$ cat src/rtl/c4_turn_controller.sv
// Connect Four turn sequencer: turns keycodes into one-hot column drops, alternates colours,
// waits for the win checker and ends the game on a win or a full board.
module c4_turn_controller #(
    parameter int unsigned CHECK_CYCLES = 2,
    parameter logic [7:0]  KEY_COL0     = 8'h1E,
    parameter logic [7:0]  KEY_NEWGAME  = 8'h28
) (
    input  logic       frame_clk,
    input  logic       Reset,
    input  logic [7:0] keycode,
    input  logic [6:0] col_full,
    input  logic       win_flag,
    output logic [6:0] drop_req,
    output logic       drop_black,
    output logic       turn_black,
    output logic [5:0] move_count,
    output logic       invalid_move,
    output logic       board_clear,
    output logic       game_over,
    output logic       winner_black,
    output logic       draw
);

    typedef enum logic [2:0] {
        StReady,
        StDrop,
        StSettle,
        StEval,
        StDone
    } state_e;

    localparam logic [3:0] LastWait = 4'(CHECK_CYCLES - 1);
    localparam logic [5:0] MaxMoves = 6'd42;

    state_e     state_q;
    logic       armed_q;
    logic [3:0] wait_q;

    logic [8:0] key_off;
    logic       key_is_col;
    logic [2:0] key_col;
    logic       key_idle;
    logic       key_newgame;
    logic       col_blocked;

    // Nine-bit difference so keycodes below KEY_COL0 wrap far above the column range.
    always_comb begin
        key_off     = {1'b0, keycode} - {1'b0, KEY_COL0};
        key_is_col  = key_off < 9'd7;
        key_col     = key_off[2:0];
        key_idle    = keycode == 8'h00;
        key_newgame = keycode == KEY_NEWGAME;
        col_blocked = col_full[key_col];
    end

    always_ff @(posedge frame_clk) begin
        if (Reset) begin
            state_q      <= StReady;
            armed_q      <= 1'b0;
            wait_q       <= '0;
            drop_req     <= '0;
            drop_black   <= 1'b0;
            turn_black   <= 1'b0;
            move_count   <= '0;
            invalid_move <= 1'b0;
            board_clear  <= 1'b0;
            game_over    <= 1'b0;
            winner_black <= 1'b0;
            draw         <= 1'b0;
        end else begin
            drop_req     <= '0;
            invalid_move <= 1'b0;
            board_clear  <= 1'b0;
            if (key_idle) begin
                armed_q <= 1'b1;
            end

            unique case (state_q)
                StReady: begin
                    if (armed_q && key_is_col) begin
                        armed_q <= 1'b0;
                        if (col_blocked) begin
                            invalid_move <= 1'b1;
                        end else begin
                            // Strobe is registered here so it lines up with the DROP cycle.
                            drop_req   <= 7'b1 << key_col;
                            drop_black <= turn_black;
                            state_q    <= StDrop;
                        end
                    end
                end

                StDrop: begin
                    move_count <= move_count + 6'd1;
                    wait_q     <= '0;
                    state_q    <= StSettle;
                end

                StSettle: begin
                    wait_q <= wait_q + 4'd1;
                    if (wait_q == LastWait) begin
                        state_q <= StEval;
                    end
                end

                StEval: begin
                    if (win_flag) begin
                        game_over    <= 1'b1;
                        winner_black <= turn_black;
                        state_q      <= StDone;
                    end else if (move_count == MaxMoves) begin
                        game_over <= 1'b1;
                        draw      <= 1'b1;
                        state_q   <= StDone;
                    end else begin
                        turn_black <= ~turn_black;
                        state_q    <= StReady;
                    end
                end

                StDone: begin
                    if (armed_q && key_newgame) begin
                        armed_q      <= 1'b0;
                        board_clear  <= 1'b1;
                        move_count   <= '0;
                        turn_black   <= 1'b0;
                        game_over    <= 1'b0;
                        winner_black <= 1'b0;
                        draw         <= 1'b0;
                        state_q      <= StReady;
                    end
                end

                default: begin
                    state_q <= StReady;
                end
            endcase
        end
    end

    drop_onehot: assert property (@(posedge frame_clk) $onehot0(drop_req));
    drop_in_drop_state: assert property (@(posedge frame_clk)
        (drop_req != 7'd0) |-> (state_q == StDrop));

endmodule

$ cat config.mk
export PLATFORM = sky130hd
export DESIGN_NAME = c4_turn_controller
export DESIGN_NICKNAME = d
export VERILOG_FILES = /design/src/rtl/c4_turn_controller.sv
export SDC_FILE = /design/constraint.sdc
export NUM_CORES = 1
export LEC_CHECK = 0
export CAP_MARGIN = 20
export CORE_UTILIZATION = 48
export CTS_BUF_LIST = sky130_fd_sc_hd__clkbuf_16
export CTS_CLUSTER_DIAMETER = 100
export DETAILED_ROUTE_END_ITERATION = 12
export HOLD_SLACK_MARGIN = 0.03
export PLACE_DENSITY = 0.77
export SLEW_MARGIN = 20
export SYNTH_ARGS = -nofsm -noshare
export SYNTH_HDL_FRONTEND = slang
export SYNTH_SLANG_ARGS = --single-unit
$ cat constraint.sdc
create_clock -name frame_clk -period 2.2 [get_ports frame_clk]
set_clock_uncertainty 0.1 [all_clocks]
set_input_delay 0.22 -clock frame_clk [delete_from_list [all_inputs] [get_ports frame_clk]]
set_output_delay 0.22 -clock frame_clk [all_outputs]
set_load 0.1 [all_outputs]
==> After elaboration in Yosys (flattened, before gate mapping) <==
Index checks and enable logic that the tools add are counted.
{ "totals": {"ff_bits": 28} }
{ "op_classes": {"muxes": 29, "shifts": 1, "bitwise_logic": 5, "reduce_logical": 17, "magnitude_cmp": 2, "add_sub_neg": 3, "n_eq_ne": 16} }
{ "ops": {"columns": ["cell", "count"], "rows": [
  ["two-way mux 3 bit", 6],
  ["!= test 2 bit (second input constant)", 8],
  ["one-hot mux 3 bit (5 select lines)", 1],
  ["two-way mux 1 bit", 13],
  ["one-hot mux 6 bit (2 select lines)", 1],
  ["AND reduction 4 bit", 3],
  ["one-hot mux 1 bit (2 select lines)", 5],
  ["less-than comparator 9 x 3 -> 1 bit (second input constant)", 1],
  ["AND reduction 3 bit", 3],
  ["subtractor 8 x 5 -> 9 bit (second input constant)", 1],
  ["== test 8 x 6 -> 1 bit (second input constant)", 1],
  ["zero test 8 bit", 1],
  ["one-hot mux 4 bit (2 select lines)", 1],
  ["left shift 1 x 3 -> 7 bit (first input constant)", 1],
  ["adder 6 x 1 -> 6 bit (second input constant)", 1],
  ["== test 3 x 2 -> 1 bit (second input constant)", 2],
  ["== test 6 bit (second input constant)", 1],
  ["two-way mux 6 bit", 1],
  ["nonzero test 2 bit", 3],
  ["inverter 1 bit", 5],
  ["adder 4 x 1 -> 4 bit (second input constant)", 1],
  ["== test 4 x 1 -> 1 bit (second input constant)", 1],
  ["less-than comparator 3 x 4 -> 1 bit (second input constant)", 1],
  ["OR reduction 4 bit", 1],
  ["other kinds (9)", 10]
]} }

==> Depth between registers and ports, before layout <==
{ "logic_depth": {"word_depth": 6, "ltp_mapped": 6, "mapped_depth_nobuf": 6} }

==> Worst setup path after synthesis <==
OpenSTA, ideal clock, no wires.
{ "synth_path": {"kind": "register to register", "start": "register move_count[0]", "end": "register turn_black", "path_stages_with_launch": 7, "t_required_ps": 1920, "path_buffers": 0, "setup_ps": 180, "path_slack_ps": 42, "t_arrival_ps": 1878, "period_less_slack_ps": 2158, "path_cell_list": "dfxtp_1 -> inv_1 -> ha_1 -> nand2b_1 -> nor3_1 -> o21ai_0 -> a311oi_1"} }
{ "synth_via": {"elab_chain_len": 3} }
{ "synth_rtl": {"columns": ["element", "line_no", "text"], "rows": [
  ["start: declaration", "16", "output logic [5:0] move_count,"],
  ["start signal: assignment", "94", "move_count <= move_count + 6'd1;"],
  ["== test 6 bit", "111", "end else if (move_count == MaxMoves) begin"],
  ["!= test 2 bit (no source line)", null, null],
  ["AND reduction 4 bit (no source line)", null, null],
  ["end signal: assignment", "116", "turn_black <= ~turn_black;"],
  ["end: declaration", "15", "output logic turn_black,"]
]} }
Every way passes these cells.
A chain may end at the register's enable or synchronous reset.

==> Worst setup path after layout <==
{ "layout_path": {"start": "input keycode[0]", "end": "register move_count[1]"} }
{ "layout_via": {"elab_chain_len": 4} }
{ "layout_rtl": {"columns": ["element", "line_no", "text"], "rows": [
  ["start: declaration", "10", "input logic [7:0] keycode,"],
  ["== test 8 x 6 -> 1 bit", "52", "key_newgame = keycode == KEY_NEWGAME;"],
  ["logical AND 1 bit", "122", "if (armed_q && key_newgame) begin"],
  ["!= test 2 bit (no source line)", null, null],
  ["AND reduction 2 bit (no source line)", null, null]
]} }
Every way passes these cells.

==> metrics.csv <==
metric;value;unit
r2r_slack;0.36;ns
cts-root-buf;clkbuf_16;
yosys_register_bits;28;
io_pins;38;
cts_tree;yes;
rows;19;
setup_viol;0;
dp_hpwl;2.70;mm
postCtsHoldBufs;0;
finalPower;1.14;mW
antenna_found_initial;0;
cp_top_family;simple AND/OR/NAND/NOR gates;
grt_pass1_wl;6.30;mm
clock_latency;0.26;ns
tns;0;ns
pre_cts_ws;0.0286;ns
p_int;0.919;mW
setup_ws;0.248;ns
gr-total-overflow;0;
initial_core_util;0.517;
die-area;0.00325;sq mm
postCtsSetupBuffers;0;
final_common_cell;dfxtp_1;
hold-path-endpoint;game_over;
io_buffers;37;
arrival;2.01;ns
synth_compound_area_frac;0.129;
vias;1373;
syn2layout_area_growth;33.4;%
ys_types;45;
hold_depth;2;
rr_worst_depth;4;
slowest_stage;clkdlybuf4s50_1;
r2r_end;drop_req[0];
gp_congestion;0.834;
wl_per_cell;16.0;microns
drt_pre_antenna_iters;8;
chipWidth;57.0;microns
h-tree-depth;1;
viasPerCell;6.00;
synthSimpleGateAreaFrac;0.317;
drv_slew;0;
synthesis.instances;158;
syn_area;0.00145;sq mm
drc;2;
synth_mux_area_frac;0.0500;
violations;design-rule violations;
maxCapViolCount;0;
hold_ws;0.369;ns
syn_avg_cell_area;9.18;sq um
hold_violations;0;
synth_top_family_by_area;simple AND/OR/NAND/NOR gates;
crit_fanout;5;
antenna_left;0;
cp-start-kind;primary input;
cts_buffers;3;
hold_path_class;reg -> reg;
power.share.switching;0.196;
dr.first_iter.drc_count;45;
drive_above_1_share;0.217;
fin_area;0.00193;sq mm
fmax;512;MHz
status;finished, violations left;
p_leak;0.762;nW
wirelength;3.66;mm
place_area;0.00183;sq mm
endpoint_kind;register;
groute.usage.overall;0.246;
clock_sinks;28;
reg2reg_from;state_q[1];
min-delay-start;game_over;
tightest_slew;0.592;ns
switchingPower;0.224;mW
synthXorXnorAreaFrac;0.0302;
netlist_top_cells_area;dfxtp_1, ha_1, mux2i_1;
irDropWorstVdd;408;uV
die_y;57.0;microns
yosys_warnings;0;
syn_nets;182;
grt_setup_unrepaired;false;
power_density;591;mW/mm^2
clk_path_buf_depth;2;
cts_resized;0;
critPathRequiredTime;2.25;ns
period_share;0.887;
synthAdderAreaFrac;0.0518;
p_clk_frac;0.471;
grt_pass1_vias;1327;
clkTransAtPathRegs;0.07;ns
grt_max_degree;21;
seq_area_frac_synth;0.387;
num_antenna_cells;0;
path_cells;clkdlybuf4s50_1 > nor4_1 > buf_4 > nand4_1 > a31oi_1 > nor2_1;
mostFrequentLayoutCells;dfxtp_1, buf_4, clkdlybuf4s50_1, nor2_1, nand2_1;
seq_power_share;0.443;
critPathBufInv;2;
layout_min_cycle_time;1.95;ns
synth_top_area_cell;dfxtp_1;
crit_type;in -> reg;
power_frac_comb;0.086;
synth_top_cell_area_share;0.387;
crit_path_max_incr_delay;0.51;ns
slew_headroom;0.604;
coreArea;0.00281;sq mm
layout.nets;223;
power by group through the flow:
| stage | registers [mW] | logic, mW | clock network, mW |
|---|---|---|---|
| after global routing | 0.506 | 0.105 | 0.562 |
| after global placement | 0.518 | 0.0914 | 0 |
| after CTS | 0.507 | 0.0974 | 0.542 |
| after floorplan | 0.518 | 0.0416 | 0 |
| final | 0.507 | 0.0981 | 0.539 |
| after detailed placement | 0.518 | 0.0944 | 0 |
tightest hold or removal path: stages, from the launching register on:
cell and delay, ns:
dfxtp_1 0.31, inv_1 0.05, a211oi_1 0.05
worst max-delay path by stage:
stage,start,slack [ns],endpoint,cells past startpoint
6_report,keycode[0],0.25,move_count[1],6
5_1_grt,keycode[1],0.15,drop_req[0],6
4_1_cts,keycode[7],0.30,drop_req[1],5
3_5_place_dp,keycode[7],0.03,drop_req[1],5
3_3_place_gp,keycode[7],0.07,drop_req[1],5
2_1_floorplan,move_count[0],0.04,turn_black,6
area by class of cell:
type / instances / area, sq um
timing repair buffer: 44 / 373
clock inverter: 1 / 30.0
fill: 226 / 871
inverter: 5 / 18.8
multi-input combinational: 117 / 838
clock buffer: 3 / 75.1
sequential: 28 / 561
tap: 31 / 38.8
stage by stage:
step / utilization / std cells
3_5_place_dp: 0.652 / 225
4_1_cts: 0.690 / 229
3_3_place_gp: 0.652 / 225
2_1_floorplan: - / 158
6_report: 0.690 / 229
5_1_grt: 0.690 / 229
state kept, by name, indices dropped and copies added (netlist names):
| name | cells |
|---|---|
| board_clear | 1 |
| state_q | 3 |
| wait_q | 4 |
| drop_black | 1 |
| drop_req | 7 |
| invalid_move | 1 |
| winner_black | 1 |
| move_count | 6 |
| turn_black | 1 |
| game_over | 1 |
| armed_q | 1 |
| draw | 1 |
Yosys cell counts, drive strengths merged:
cell	number
nor4bb	1
and3b	1
nor3	9
a21o	1
and3	3
ha	6
nor4b	4
nand2b	5
nand2	10
or2	1
buf	2
a21oi	8
a31oi	3
xnor2	1
or4b	1
a31o	1
a221oi	1
o22ai	1
nand4	5
dfxtp	28
nand4b	1
and4	1
nor2	10
a41oi	1
a22oi	2
mux2i	5
or3b	1
xor2	4
nor3b	3
o21ai	5
nor4	6
mux4	1
a2111oi	1
nand3b	1
inv	5
a211oi	1
nand3	7
clkbuf	6
a311oi	1
nor2b	1
or3	1
and2	2
cell families after synthesis:
group / Yosys count
xor gates and xnor gates: 5
adders and majority gates: 6
and+or+nand+nor: 74
muxes: 6
buffers and inverters: 13
DFF: 28
AOI/OAI and AO/OA: 26
routing by layer:
metal,track usage,vias to the layer above,routed length (microns)
li1,-,661,-
met1,0.337,668,1650
met2,0.395,33,1790
met3,0.0204,11,113
met4,0.118,0,99
met5,0,-,0
Note: power is estimated with default switching activity, not from simulation.
